===== src/rtl/instr_mem_arbiter.sv =====
// Arbitrates core instruction fetch and an external loader onto one 1-cycle-latency memory port.
// Define INSTR_ARB_ROUND_ROBIN_EN to replace fixed ext priority + MAX_STALL guard with round-robin.
module instr_mem_arbiter #(
  parameter int unsigned ADDR_WIDTH = 16,
  parameter int unsigned DATA_WIDTH = 32,
  parameter int unsigned MAX_STALL  = 4
) (
  input  logic                    clk,
  input  logic                    rst_n,
  input  logic                    core_req_i,
  input  logic [ADDR_WIDTH-1:0]   core_addr_i,
  output logic                    core_gnt_o,
  output logic                    core_rvalid_o,
  output logic [DATA_WIDTH-1:0]   core_rdata_o,
  input  logic                    ext_req_i,
  input  logic [ADDR_WIDTH-1:0]   ext_addr_i,
  input  logic                    ext_we_i,
  input  logic [DATA_WIDTH/8-1:0] ext_be_i,
  input  logic [DATA_WIDTH-1:0]   ext_wdata_i,
  output logic                    ext_gnt_o,
  output logic                    ext_rvalid_o,
  output logic [DATA_WIDTH-1:0]   ext_rdata_o,
  output logic                    ext_err_o,
  output logic                    mem_en_o,
  output logic [ADDR_WIDTH-1:0]   mem_addr_o,
  output logic                    mem_we_o,
  output logic [DATA_WIDTH/8-1:0] mem_be_o,
  output logic [DATA_WIDTH-1:0]   mem_wdata_o,
  input  logic [DATA_WIDTH-1:0]   mem_rdata_i
);

  logic core_win;
  logic ext_win;
  logic ext_blocked;
  logic core_pend_q;
  logic ext_pend_q;
  logic err_q;
  logic ext_wr_q;

`ifdef INSTR_ARB_ROUND_ROBIN_EN
  typedef enum logic {
    WIN_CORE = 1'b0,
    WIN_EXT  = 1'b1
  } winner_e;

  winner_e last_winner_q;

  always_comb begin
    core_win = core_req_i & (~ext_req_i | (last_winner_q == WIN_EXT));
  end

  // Only contested cycles move the round-robin pointer.
  always_ff @(posedge clk or negedge rst_n) begin
    if (!rst_n) begin
      last_winner_q <= WIN_CORE;
    end else if (core_req_i && ext_req_i) begin
      last_winner_q <= core_win ? WIN_CORE : WIN_EXT;
    end
  end
`else
  localparam int unsigned STALL_W = (MAX_STALL < 1) ? 1 : $clog2(MAX_STALL + 1);

  logic [STALL_W-1:0] stall_cnt;
  logic               stall_max;

  always_comb begin
    stall_max = (stall_cnt == STALL_W'(MAX_STALL));
    core_win  = core_req_i & (~ext_req_i | stall_max);
  end

  always_ff @(posedge clk or negedge rst_n) begin
    if (!rst_n) begin
      stall_cnt <= '0;
    end else if (!core_req_i || core_win) begin
      stall_cnt <= '0;
    end else if (!stall_max) begin
      stall_cnt <= stall_cnt + 1'b1;
    end
  end
`endif

  always_comb begin
    ext_win     = ext_req_i & ~core_win;
    ext_blocked = ext_win & ext_we_i & ext_addr_i[ADDR_WIDTH-1];
    core_gnt_o  = core_win;
    ext_gnt_o   = ext_win;
  end

  // A refused boot-region write is still granted but never reaches the memory.
  always_comb begin
    mem_en_o    = 1'b0;
    mem_addr_o  = '0;
    mem_we_o    = 1'b0;
    mem_be_o    = '0;
    mem_wdata_o = '0;
    if (core_win) begin
      mem_en_o   = 1'b1;
      mem_addr_o = core_addr_i;
      mem_be_o   = '1;
    end else if (ext_win && !ext_blocked) begin
      mem_en_o    = 1'b1;
      mem_addr_o  = ext_addr_i;
      mem_we_o    = ext_we_i;
      mem_be_o    = ext_be_i;
      mem_wdata_o = ext_wdata_i;
    end
  end

  always_ff @(posedge clk or negedge rst_n) begin
    if (!rst_n) begin
      core_pend_q <= 1'b0;
      ext_pend_q  <= 1'b0;
      err_q       <= 1'b0;
      ext_wr_q    <= 1'b0;
    end else begin
      core_pend_q <= core_win;
      ext_pend_q  <= ext_win;
      err_q       <= ext_blocked;
      ext_wr_q    <= ext_win & ext_we_i;
    end
  end

  always_comb begin
    core_rvalid_o = core_pend_q;
    ext_rvalid_o  = ext_pend_q;
    ext_err_o     = ext_pend_q & err_q;
    core_rdata_o  = core_pend_q ? mem_rdata_i : '0;
    ext_rdata_o   = (ext_pend_q && !ext_wr_q) ? mem_rdata_i : '0;
  end

endmodule


===== config.mk =====
export PLATFORM = sky130hd
export DESIGN_NAME = instr_mem_arbiter
export DESIGN_NICKNAME = d
export VERILOG_FILES = /design/src/rtl/instr_mem_arbiter.sv
export SDC_FILE = /design/constraint.sdc
export NUM_CORES = 1
export LEC_CHECK = 0
export ABC_AREA = 1
export CORE_MARGIN = 8
export CORE_UTILIZATION = 22
export DETAILED_ROUTE_END_ITERATION = 7
export GPL_ROUTABILITY_DRIVEN = 0
export PLACE_DENSITY = 0.92
export SETUP_SLACK_MARGIN = 0.4
export SYNTH_ARGS = -nofsm -noshare
export SYNTH_HDL_FRONTEND = slang
export SYNTH_SLANG_ARGS = --single-unit

===== constraint.sdc =====
create_clock -name clk -period 1.63 [get_ports clk]
set_input_delay 0.326 -clock clk [delete_from_list [all_inputs] [get_ports clk]]
set_output_delay 0.326 -clock clk [all_outputs]
set_load 0.02 [all_outputs]

**Word level (Yosys, flattened, before mapping)**

Cells that the tools add are included.
Widths: inputs -> output; s select.

- Register bits after elaboration: 7
- Bits of input ports: 105
- Output and inout bits: 123
- Word-level logic and storage cells: 36

- Add/subtract/negate cells: 1
- Eq/ne operators: 2
- Multiplexer cells: 14
- Bitwise logic cells: 8
- Reduce and logical (&&, ||, !) cells: 6

Operator list:

| operator | count |
|---|---|
| $mux 32 | 4 |
| $mux 16 | 2 |
| $mux 4 | 2 |
| $mux 3 | 2 |
| $and 1x1->1 | 5 |
| $mux 1 | 4 |
| $add 3x1->3 const B | 1 |
| $eq 3x3->1 const B | 1 |
| $logic_not 1->1 | 3 |
| $logic_and 1x1->1 | 2 |
| $ne 2x1->1 const B | 1 |
| $not 1->1 | 2 |
| $logic_or 1x1->1 | 1 |
| $or 1x1->1 | 1 |

**Logic depth before layout (Yosys ltp)**

- Word-level depth: 11
- Mapped depth: 9
- Gate-level depth less buffers: 8

**Worst setup path before layout**

No wires, ideal clock.

- Kind: register -> output
- From: register stall_cnt[0]
- To: output mem_wdata_o[22]
- Arrival: 1413 ps
- Required time: 1304 ps
- Setup slack: -109 ps
- Stages on the path, launching flop included: 9
- Path buffers: 1
- Cell sequence: dfrtp_1 -> inv_1 -> ha_1 -> nand2_1 -> o21bai_4 -> a21oi_2 -> inv_2 -> buf_6 -> nor2_1

- Longest elaborated chain between the ends: 11

RTL lines:

| item | line | text |
|---|---|---|
| start: declaration | 63 | `logic [STALL_W-1:0] stall_cnt;` |
| start signal: assignment | 77 | `stall_cnt <= stall_cnt + 1'b1;` |
| $eq 3x3->1 * | 67 | `stall_max = (stall_cnt == STALL_W'(MAX_STALL));` |
| $or 1x1->1 * | 68 | `core_win = core_req_i & (~ext_req_i \| stall_max);` |
| $and 1x1->1 * | 68 |  |
| $not 1->1 | 83 | `ext_win = ext_req_i & ~core_win;` |
| $and 1x1->1 | 83 |  |
| $and 1x1->1 (2 in a row) | 84 | `ext_blocked = ext_win & ext_we_i & ext_addr_i[ADDR_WIDTH-1];` |
| $logic_not 1->1 | 100 | `end else if (ext_win && !ext_blocked) begin` |
| $logic_and 1x1->1 | 100 |  |
| $mux 32 | 100 |  |
| $mux 32 * | 96 | `if (core_win) begin` |
| end: declaration | 28 | `output logic [DATA_WIDTH-1:0] mem_wdata_o,` |

Every way passes the cells marked *; elsewhere a longest branch is shown, timed or not.

**Worst setup path in the final report**

- From: register stall_cnt[1]
- To: output mem_wdata_o[23]

Same word-level chain as after synthesis.

==> flow_metrics.tcl <==
set metrics [dict create \
    violations_in_the_final_reports "negative setup slack" \
    peak_freq_mhz 448 \
    critical_path_class "reg2out" \
    grt_start_max_net_pins 19 \
    slowest_stage "dfrtp_1" \
    cp.arrival_ns 1.91 \
    cells_along_the_critical_path "inv_2, ha_4, nand2_4, o21bai_4, a21oi_4, inv_4, clkbuf_16, nor2_4, buf_6" \
    seq_area_frac_synth 0.131 \
    n_antenna_cell 0 \
    postSynth.asyncResetShare 1.00 \
    post-place-cells 606 \
    drt_iter0_drc 180 \
    synthMostInstantiatedCell "inv_1" \
    final_routed_drc_violation_total 0 \
    worstHoldPathType "in2async" \
    maxUsedRoutingLayer "met4" \
    vias 3374 \
    clock_tree_from_tritoncts "done" \
    r2r_setup_slack_ns 0.20 \
    slew-limit-headroom 0.737 \
    regToRegStartpoint "stall_cnt[1]$_DFFE_PN0P_" \
    buffer_ports.inserted 227 \
    core.rowCount 28 \
    startpoint_types "flop" \
    setup_viol_count_final 104 \
    drv.max_cap_violation_count 0 \
    met2_wirelength_um 8410 \
    postSynthAreaPerCell_um2 4.54 \
    grt_antenna_before_repair 0 \
    syn-instance-count 295 \
    final_critical_path_share_of_the_clock_period 1.37 \
    power_per_cell_area_nw_per_um2 394 \
    grt_setup_unrepaired "yes" \
    synth_edf_count 0 \
    ir_worst_vdd_v 0.000295 \
    netlist_top_cells_area "inv_1, nand2_1, nor2_1, dfrtp_1, buf_6" \
    fin_cells 657 \
    antenna_left 0 \
    final_nets 690 \
    design.die.area_um2 8840 \
    hold_viol 0 \
    result_of_the_run "finished with violations" \
    final_period_minus_worst_setup_slack_ns 2.23 \
    wirelength_um 17400 \
    synth.net_count 402 \
    synth.cell_area_um2 1340 \
    die_width_um 94.0 \
    finClkSkew_ns 0.00188 \
    reg2reg_depth 8 \
    cts_buffer_depth 2 \
    netlist_top_cells_count "inv_1, nand2_1, nor2_1, dfrtp_1, clkbuf_1" \
    core_area_um2 5920 \
    cts_buffers 3 \
    fillers 75 \
    track_usage 0.286 \
    drtPass1Iterations 5 \
    dp_slack_ns -0.965 \
    clock_tree.root_cell "clkbuf_8" \
    number_of_placed_i_o_pins 228 \
    clk_pin_slew_worst_setup_hold_paths_ns 0.05 \
    wl_met3_um 1800 \
    timing_max_transition_violations_final 0 \
    area_growth_syn_to_layout_pct 332 \
    netlist.top_cell.by_area "inv_1" \
    synthDominantCellAreaShare 0.291 \
    met1Wirelength_um 5780 \
    setup_ws_ns -0.603 \
    post_drt_wl_per_cell_um 26.4 \
    grt_overflow 0 \
    grt_pass1_wl_um 19200 \
    clock_sink_count 7 \
    synth_warnings 0 \
    critical_path.max_fanout 8 \
    clock_tree.htree_level_count 1 \
    start_util 0.226 \
    ys_seq_elements 7 \
    slowest_delay_ns 0.41 \
    place_hpwl_um 8560 \
    worst_pin_slew_ns 0.394 \
    critPathCaptureType "output port" \
    power.static_leakage_nw 3.17 \
    die_height_um 94.0 \
    clkLatencyLatePin_ns 0.25 \
    post_route_cells_drive_above_1_share 0.662 \
    ys.flop_type "dfrtp_1" \
    critical_path_required_ns 1.30 \
    vias_in_the_first_global_route 3383 \
    yosysUniqueCellTypes 16 \
    timing.rr.end "err_q$_DFF_PN0_" \
    via_per_instance_ratio 5.14 \
]
where the power goes:
| part | leakage, nW | internal [mW] | switching, mW |
|---|---|---|---|
| registers | 0.0894 | 0.182 | 0.0111 |
| clock network | 0.0228 | 0.173 | 0.113 |
| logic | 3.06 | 0.897 | 0.906 |
critical path: cells and delay by family (launching register included):
| family | cells | cell delay (ns) |
|---|---|---|
| AO/OA/AOI/OAI | 2 | 0.31 |
| adder cells (fa/ha/maj) | 1 | 0.17 |
| buffers and inverters | 4 | 0.56 |
| flip-flops | 1 | 0.41 |
| AND/OR/NAND/NOR | 2 | 0.20 |
per-stage QoR:
step	power (mW)	setup TNS, ns	cell area (um2)	hold WS (ns)	util
floorplan	0.790	0	1960	0.0304	-
finish	2.28	-34.56	5790	0.369	0.977
global placement	1.44	-61.40	4430	0.517	0.748
global route	2.34	-36.07	5790	0.388	0.977
CTS	1.98	-20.23	5240	0.351	0.885
detailed placement	1.47	-65.14	4430	0.517	0.748
routing by layer:
| metal | global-route usage | up-vias |
|---|---|---|
| met3 | 0.0847 | 100 |
| met1 | 0.277 | 1595 |
| met2 | 0.530 | 320 |
| li1 | - | 1359 |
| met5 | 0 | - |
| met4 | 0.153 | 0 |
layout make-up:
cell class              count  area [um2]  area share
flip-flops and latches      7         178      0.0307
repair inverters            1        11.3     0.00195
well taps                  75        93.8      0.0162
multi-input cells         169        1700       0.293
repair buffers            294        3350       0.578
clock buffers               4        45.0     0.00778
inverters                 107         417      0.0720
cell families (layout without fill, tap and decap cells):
logic type	count (synthesis)	in the layout	share of synthesized area
fa+ha+maj	2	2	0.0187
flops	7	7	0.131
buf+inv	119	406	0.355
simple gates	164	164	0.469
xor+xnor	1	1	0.00654
compound gates	2	2	0.0205
layout by cell type (no fill, tap or decap), drive strengths merged:
cell type,count
dfrtp,7
xnor2,1
nor3b,1
clkdlybuf4s50,97
inv,107
nand2,94
a21oi,1
o21bai,1
clkbuf,6
buf,188
dlymetal6s2s,4
ha,2
nor3,3
nor2,66
dlygate4sd2,3
clkinv,1
flip-flops by register name, summed over array words and instances, names as in the netlist:
name	count
core_rvalid_o	1
err_q	1
ext_rvalid_o	1
ext_wr_q	1
stall_cnt	3
worst max-delay path by stage:
stage                                         from              end  slack, ns
after floorplan           stall_cnt[0]$_DFFE_PN0P_  mem_wdata_o[10]       0.02
after global placement                   ext_req_i   mem_addr_o[14]      -0.92
after detailed placement                 ext_req_i    mem_addr_o[9]      -0.97
after CTS                 stall_cnt[1]$_DFFE_PN0P_         mem_we_o      -0.41
after global routing      stall_cnt[1]$_DFFE_PN0P_  mem_wdata_o[23]      -0.60
final                     stall_cnt[1]$_DFFE_PN0P_  mem_wdata_o[23]      -0.60
timing repair:
item / in CTS / in global routing
cloned: 7 / 3
hold buffers: 0 / 0
setup endpoints to repair: 123 / 130
buffers inserted: 27 / 10
gates resized for setup: 821 / 121
pin swaps: 11 / 22
No activity file was read; power rests on OpenSTA's default activity.
